`config.mk`:
```
export PLATFORM = sky130hd
export DESIGN_NAME = node_step_scheduler
export DESIGN_NICKNAME = d
export VERILOG_FILES = /design/src/rtl/sim_pkg.sv /design/src/rtl/wait_timer.sv /design/src/rtl/node_step_scheduler.sv
export SDC_FILE = /design/constraint.sdc
export NUM_CORES = 1
export LEC_CHECK = 0
export ABC_AREA = 1
export CORE_ASPECT_RATIO = 0.75
export CORE_MARGIN = 4
export CORE_UTILIZATION = 55
export CTS_CLUSTER_SIZE = 10
export DETAILED_ROUTE_END_ITERATION = 7
export GPL_TIMING_DRIVEN = 1
export PLACE_DENSITY = 0.78
export SLEW_MARGIN = 20
export SYNTH_ARGS = -nofsm -noshare
export SYNTH_HDL_FRONTEND = slang
export SYNTH_SLANG_ARGS = --single-unit
```
`constraint.sdc`:
```
create_clock -name clk -period 2.4 [get_ports clk]
set_clock_uncertainty 0.2 [all_clocks]
set_input_delay 0.48 -clock clk [delete_from_list [all_inputs] [get_ports clk]]
set_output_delay 0.48 -clock clk [all_outputs]
set_load 0.01 [all_outputs]
```
`src/rtl/sim_pkg.sv`:
```
// Shared types, defaults and helpers for the node step scheduler.
package sim_pkg;

    typedef enum logic [2:0] {
        IDLE,
        VERLET,
        CONSTR,
        DONE,
        ERROR
    } sched_state_t;

    localparam int NODE_COUNT_DEFAULT       = 5;
    localparam int CONSTRAINT_ITERS_DEFAULT = 3;
    localparam int TIMEOUT_CYCLES_DEFAULT   = 1024;

    // Widest node array the one-hot helper can address
    localparam int MAX_NODES = 32;

    function automatic logic [MAX_NODES-1:0] onehot(input logic [4:0] idx);
        return {{(MAX_NODES-1){1'b0}}, 1'b1} << idx;
    endfunction

endpackage

```
`src/rtl/wait_timer.sv`:
```
// Cycle counter guarding one node's enable window; expire flags the last allowed cycle.
module wait_timer #(
    parameter int TIMEOUT_CYCLES = 1024
) (
    input  logic clk,
    input  logic reset,
    input  logic clear,
    input  logic enable,
    output logic expire
);

    localparam int CW = $clog2(TIMEOUT_CYCLES + 1);
    localparam logic [CW-1:0] LAST = CW'(TIMEOUT_CYCLES - 1);

    logic [CW-1:0] count;

    // Restart on every enable rise, then count waiting cycles up to the limit
    always_ff @(posedge clk or negedge reset) begin
        if (!reset) begin
            count <= '0;
        end else if (clear) begin
            count <= '0;
        end else if (enable && (count != LAST)) begin
            count <= count + 1'b1;
        end
    end

    assign expire = enable && (count == LAST);

endmodule

```
`src/rtl/node_step_scheduler.sv`:
```
// Step sequencer for the node array: one Verlet pass over all nodes, then
// CONSTRAINT_ITERS constraint passes, each node handshaked on finish_signal
// with a timeout guard.
module node_step_scheduler
    import sim_pkg::*;
#(
    parameter int NODE_COUNT       = NODE_COUNT_DEFAULT,
    parameter int CONSTRAINT_ITERS = CONSTRAINT_ITERS_DEFAULT,
    parameter int TIMEOUT_CYCLES   = TIMEOUT_CYCLES_DEFAULT
) (
    input  logic                          clk,
    input  logic                          reset,
    input  logic                          start,
    input  logic [NODE_COUNT-1:0]         finish_signal,
    output logic [NODE_COUNT-1:0]         verlet_state,
    output logic [NODE_COUNT-1:0]         fix_constraint_state,
    output logic                          busy,
    output logic                          step_done,
    output logic                          timeout_err,
    output logic [$clog2(NODE_COUNT)-1:0] active_node,
    output logic [31:0]                   step_count
);

    localparam int NW = $clog2(NODE_COUNT);
    localparam logic [NW-1:0] LAST_NODE = NW'(NODE_COUNT - 1);
    localparam logic [3:0]    LAST_ITER = 4'(CONSTRAINT_ITERS - 1);

    sched_state_t          state;
    logic [3:0]            iter;
    logic                  waiting;
    logic                  timer_clear;
    logic                  timer_expire;
    logic [NODE_COUNT-1:0] node_onehot;

    assign node_onehot = NODE_COUNT'(onehot(5'(active_node)));

    // Each node visit opens with one all-low gap cycle (waiting=0); the enable
    // rises on the following edge, which is also where the timer restarts.
    assign timer_clear = ((state == VERLET) || (state == CONSTR)) && !waiting;

    wait_timer #(
        .TIMEOUT_CYCLES(TIMEOUT_CYCLES)
    ) u_wait_timer (
        .clk    (clk),
        .reset  (reset),
        .clear  (timer_clear),
        .enable (waiting),
        .expire (timer_expire)
    );

    // Sequencer FSM with registered enables, status flags and step counter
    always_ff @(posedge clk or negedge reset) begin
        if (!reset) begin
            state                <= IDLE;
            active_node          <= '0;
            iter                 <= '0;
            waiting              <= 1'b0;
            verlet_state         <= '0;
            fix_constraint_state <= '0;
            busy                 <= 1'b0;
            step_done            <= 1'b0;
            timeout_err          <= 1'b0;
            step_count           <= '0;
        end else begin
            step_done <= 1'b0;
            case (state)
                IDLE: begin
                    if (start) begin
                        state       <= VERLET;
                        active_node <= '0;
                        iter        <= '0;
                        waiting     <= 1'b0;
                        busy        <= 1'b1;
                    end
                end
                VERLET, CONSTR: begin
                    if (!waiting) begin
                        waiting <= 1'b1;
                        if (state == VERLET) begin
                            verlet_state <= node_onehot;
                        end else begin
                            fix_constraint_state <= node_onehot;
                        end
                    end else if (finish_signal[active_node]) begin
                        // finish wins over a simultaneous timeout expiry
                        waiting              <= 1'b0;
                        verlet_state         <= '0;
                        fix_constraint_state <= '0;
                        if (active_node != LAST_NODE) begin
                            active_node <= active_node + 1'b1;
                        end else begin
                            active_node <= '0;
                            if (state == VERLET) begin
                                state <= CONSTR;
                                iter  <= '0;
                            end else if (iter != LAST_ITER) begin
                                iter <= iter + 1'b1;
                            end else begin
                                state      <= DONE;
                                step_done  <= 1'b1;
                                step_count <= step_count + 32'd1;
                            end
                        end
                    end else if (timer_expire) begin
                        waiting              <= 1'b0;
                        verlet_state         <= '0;
                        fix_constraint_state <= '0;
                        busy                 <= 1'b0;
                        timeout_err          <= 1'b1;
                        state                <= ERROR;
                    end
                end
                DONE: begin
                    state <= IDLE;
                    busy  <= 1'b0;
                end
                ERROR: begin
                    state <= ERROR;
                end
                default: begin
                    state <= IDLE;
                end
            endcase
        end
    end

endmodule
```
## After elaboration in Yosys (flattened, before gate mapping)

Index checks and enable logic that the tools add are counted.

- Add/sub/neg operators: 4
- Magnitude comparators: 1
- Eq/ne operators: 20
- Shift-type cells: 1
- Multiplexer cells: 46
- Bitwise gates (word level): 4
- Reduce and logical (&&, ||, !) cells: 20

Operator list:

| operator | count |
|---|---|
| $mux 3 | 11 |
| $add 32x1->32 const B | 1 |
| $mux 5 | 6 |
| $mux 4 | 6 |
| $mux 11 | 2 |
| $mux 1 | 15 |
| $ne 2x2->1 const B | 7 |
| $ne 3x3->1 const B | 4 |
| $reduce_and 6->1 | 2 |
| $add 11x1->11 const B | 1 |
| $eq 11x10->1 const B | 1 |
| $ne 11x10->1 const B | 1 |
| $reduce_and 5->1 | 2 |
| $pmux 3 s3 | 1 |
| $pmux 4 s2 | 1 |
| $reduce_and 4->1 | 2 |
| $eq 3x2->1 const B | 2 |
| $pmux 3 s2 | 1 |
| $reduce_and 3->1 | 2 |
| $reduce_bool 2->1 | 3 |
| $shl 1x3->5 const A | 1 |
| $add 4x1->4 const B | 1 |
| $lt 3x4->1 const B | 1 |
| $ne 4x2->1 const B | 1 |
| other kinds (16) | 21 |

- Register bits: 67
- Bits of input ports: 8
- Output and inout port bits: 48
- Logic and storage cells: 107

## Depth between registers and ports, before layout

Gate-level depths: netlist (run 1).

- Depth after elaboration: 7
- Mapped depth: 14
- Depth with buffers taken out: 13

## Hierarchy

From an unflattened synthesis (run 1), not the netlist that was laid out.

- Cells, all modules: 577
- Area total of the unflattened synthesis: 4186.5 um^2

By module, submodules not included:

| module | times used | cells an instance | area each (um^2) | sequential area each (um^2) |
|---|---|---|---|---|
| node_step_scheduler | 1 | 475 | 3454.6 | 1401.3 |
| wait_timer | 1 | 102 | 732.0 | 275.3 |

## Worst setup path after synthesis (run 1)

OpenSTA, ideal clock, no wires.

- Path kind: reg-to-reg
- Start: register active_node[0]
- End: register step_count[9]
- Library setup time: 0.117 ns
- Data arrival time: 1.494 ns
- Required time: 2.083 ns
- Path slack: 0.590 ns
- Stages on the path, launching flop included: 11
- Buffers on the path: 1
- Clock period less this slack: 1.810 ns
- Cell sequence: dfrtp_1 inv_1 ha_1 nand2_1 nor3_2 nand2_4 inv_4 buf_6 nand2_1 nand2_1 nand2_1

- Word-level cells in the longest chain between the ends: 3
- Elaborated cells between the ends (all ways): 5
- Classes of those cells: eq/ne (1); mux (2); bitwise (1); reduce/logical (1)

RTL lines:

| what | RTL line | source |
|---|---|---|
| start: declaration | node_step_scheduler.sv:20 | `output logic [$clog2(NODE_COUNT)-1:0] active_node,` |
| start signal: assignment | node_step_scheduler.sv:90 | `active_node <= active_node + 1'b1;` |
| $bmux 1 s3 / $ne 3x3->1 (equally long branches) | node_step_scheduler.sv:84, node_step_scheduler.sv:89 |  |
| $mux 1 (implied by the code) / $not 1->1 (equally long branches) | n/a |  |
| $reduce_and 6->1 (no source line) * | n/a |  |
| end signal: assignment | node_step_scheduler.sv:101 | `step_count <= step_count + 32'd1;` |
| end: declaration | node_step_scheduler.sv:21 | `output logic [31:0] step_count` |

Every way passes the cells marked *; elsewhere a longest branch is shown, timed or not. The select of a mux whose other input is x is not followed.
A chain may end at the register's enable or synchronous reset.

## Worst setup path in the final report (run 1)

- Start: register step_count[20]
- End: output step_count[20]

No word-level cell between the ends.

==> results of run 1 <==
[power breakdown]
group	internal, uW	switching, uW	leakage (uW)	total, uW
Clock	583	452	0.000103	1030
Sequential	1280	129	0.000867	1410
Combinational	471	907	0.00131	1380
[state kept, by name, summed over array words and instances, names as in the netlist, 3 cells and up]
name and flops:
state 3, iter 4, u_wait_timer.count 11, fix_constraint_state 5, verlet_state 5, active_node 3, step_count 32
[synth_stat cells]
library cell,count
nor2_4,2
inv_4,2
buf_6,5
nor4_1,2
dfrtp_1,67
nand2_1,173
a31o_2,1
nand2_4,2
o21ai_1,7
ha_1,9
o21ai_0,31
nand3_4,2
a31oi_1,1
nand3_1,23
nand3b_1,5
nor3_1,20
nor3_2,2
a21oi_2,1
buf_2,3
nor3b_2,1
nand4_1,12
nand2_2,7
xor2_1,20
inv_1,46
mux2i_1,1
nor2_1,50
a21oi_1,2
o21ai_2,1
a21boi_0,2
inv_2,7
xnor2_1,5
o32ai_1,1
nand3_2,1
nor3b_1,2
[tightest hold or removal path, stage by stage, from the launching register on]
cell and delay (ns):
dfrtp_1 0.35, nand2_1 0.05, o21ai_0 0.05
[per-stage QoR]
step | setup slack [ns] | hold WS [ns] | area [um2] | util | power, uW
2_1_floorplan | 0.5896 | -0.01559 | 3916 | - | 2346
3_3_place_gp | 0.1067 | 0.2656 | 4601 | 0.6703 | 2733
3_5_place_dp | 0.02732 | 0.2714 | 4601 | 0.6703 | 2779
4_1_cts | 0.2804 | 0.2864 | 4820 | 0.7022 | 3811
5_1_grt | 0.1405 | 0.3084 | 4820 | 0.7022 | 4071
6_report | 0.2711 | 0.2815 | 4820 | 0.7022 | 3817
[layer usage]
metal / GRT usage / share of wire / up-vias
met5: 0 / 0 / -
met4: 0.06815 / 0.012 / 0
met3: 0.05878 / 0.085 / 14
met2: 0.3639 / 0.42 / 163
met1: 0.3836 / 0.48 / 1754
li1: - / - / 1781
[path summary, 6_finish.rpt]
kind	to	cells past startpoint	slack [ns]	startpoint
worst max-delay path	step_count[20]	1	0.27	step_count[20]
worst min-delay path	verlet_state[0]	2	0.28	verlet_state[0]
worst max register to register	iter[3]	11	0.32	state[2]
worst min register to register	verlet_state[0]	2	0.28	verlet_state[0]
max in group asynchronous	fix_constraint_state[3]	3	1.24	reset
min in group asynchronous	state[0]	3	0.47	reset
[placed cells by master, fill, tap and decap left out, types with 7 or more instances in the layout]
cell             instances
clkbuf_8                 9
inv_1                   46
nor3_1                  20
inv_2                    7
nor2_1                  50
o21ai_1                  7
nand2_2                  7
ha_1                     9
nand4_1                 12
o21ai_0                 31
clkdlybuf4s50_1         54
dfrtp_1                 67
nand2_1                173
nand3_1                 23
xor2_1                  20
[kinds of logic after synthesis]
family,after synthesis,synth area share
AOI/OAI and AO/OA,47,0.06550
xor gates and xnor gates,25,0.05591
adders and majority gates,9,0.02875
buffers and inverters,63,0.07220
DFF,67,0.4281
muxes,1,0.002556
and+or+nand+nor,304,0.3470
[final cells by class]
cell class,count,area share
Clock inverter,5,0.01610
Multi-Input combinational cell,386,0.4060
Timing Repair Buffer,61,0.1334
Sequential cell,67,0.3479
Tap cell,98,0.02544
Inverter,55,0.04387
Clock buffer,11,0.02726
==> impl_summary.log, run 1 <==
INFO  metric synth.area.top_cells = dfrtp_1 43%, nand2_1 17%, nor2_1 4.8%
INFO  metric max_cap_violations = 0
INFO  metric antenna_found_initial = 0
INFO  metric unrepaired_setup_endpoints_after_global_routing = no
INFO  metric synth_area_per_cell = roughly 7.6 um2
INFO  metric flip_flop_and_latch_count_after_synthesis = 67
INFO  metric vias = approximately 3700
INFO  metric cts_tree = built
INFO  metric worstSkewPairLatency = ~0.35 ns
INFO  metric syn_area = around 0.0039 mm2
INFO  metric fp.dieArea = 0.008548 mm2
INFO  metric route.detailed.drc = 0
INFO  metric cts_hold_buf = 1
INFO  metric relSlewSlack = 0.5635
INFO  metric multi_input_area = slightly below 0.002 mm2
INFO  metric num_antenna_cells = 0
INFO  metric netlist_instances = ~520
INFO  metric ys_types = 34
INFO  metric initial_core_utilization = 0.5705
INFO  metric worst-endpoint-required = about 1.7 ns
INFO  metric fin_crit = ~2.1 ns
INFO  metric timing.setup.tns = 0 ns
INFO  metric gp_congestion = approximately 0.95
INFO  metric synth-warning-count = 0
INFO  metric fin_cells = roughly 680
INFO  metric global_route_wire_length_before_repair = roughly 17 mm
INFO  metric core-area = roughly 0.0069 mm2
INFO  metric cellPowerDensity = roughly 800 mW/mm2
INFO  metric worst_ep_arrival_time = about 1.5 ns
INFO  metric place.port_buffers = 55
INFO  metric grt.total_usage = 0.2534
INFO  metric top_level_pins = 56
INFO  metric layout.filler_cells = 557
INFO  metric leakage_dissipation = 0.002280 uW
INFO  metric cp_max_fo = 7
INFO  metric critical_path.startpoint_type = flip-flop
INFO  metric design.final.nets = approximately 600
INFO  metric seqCellArea = 0.001677 mm2
INFO  metric cts.path.max_buffers = 2
INFO  metric postCtsResizedCells = 0
INFO  metric drt_pass1_iterations = 5
INFO  metric final.period_utilization = 0.8871
INFO  metric clock.fmax = about 470 MHz
INFO  metric htree_num_levels = 3
INFO  metric crit_family = buffers and inverters
INFO  metric tritoncts_num_sinks = 67
INFO  metric synth_top_area_frac = 0.4281
INFO  metric postRouteAntennaNets = 0
INFO  metric cp_slowest_stage_delay = approximately 0.59 ns
INFO  metric endpoint_kind = output pin
INFO  metric grt_remaining_overflow = 0
INFO  metric drt_first_iter_violations = 397
INFO  metric die-height = 81.08 um
INFO  metric hpwlAfterDp = about 7.5 mm
INFO  metric place_inst = ~670
INFO  metric route.final.wire_length = around 10 mm
INFO  metric worst-setup-path-type = flip-flop to output pin
INFO  metric fraction_of_layout_cells_with_a_size_suffix_above_1 = 0.08376
INFO  metric hold_path.class = flip-flop to flip-flop
INFO  metric die_width = 105.4 um
INFO  metric grt_start_max_net_pins = 68
INFO  metric setup_bufs_post_cts = 0
INFO  metric critical_path.cell_chain = clkdlybuf4s50_1
INFO  metric worst-slew-pin-transition = ~0.65 ns
INFO  metric grt_pass1_vias = 3437
INFO  metric final-max-slew-violation-count = 0
INFO  metric seq_area_frac_synth = 0.4281
INFO  metric num_rows = 26
INFO  metric outcome = completed
INFO  metric syn-num-nets = between 500 and 600
INFO  metric setup_viol = 0
INFO  metric clk_transition_reported_paths = roughly 0.08 ns
INFO  metric syn_to_final_growth = 23.07%
INFO  metric finalHoldViolations = 0
INFO  metric worst-path-buf-inv = 1
INFO  metric clock-root-buffer = clkbuf_8
INFO  metric ir_worst_vdd = 526.6 uV
INFO  metric yosys.area.top_type = dfrtp_1
INFO  metric crit_slowest_cell = clkdlybuf4s50_1
INFO  metric wl_per_cell = between 10 and 15 um
INFO  metric post_drt_via_cell_ratio = 5.435
INFO  metric total_clock_buffers_created_by_cts = 9
Power figures use the tool's default switching activity.
==> inputs of run 2 (changes only) <==
SLEW_MARGIN = 5   (was 20)
==> results of run 2 <==
No change in the layout: final DEF, timing and power equal those of run 1.
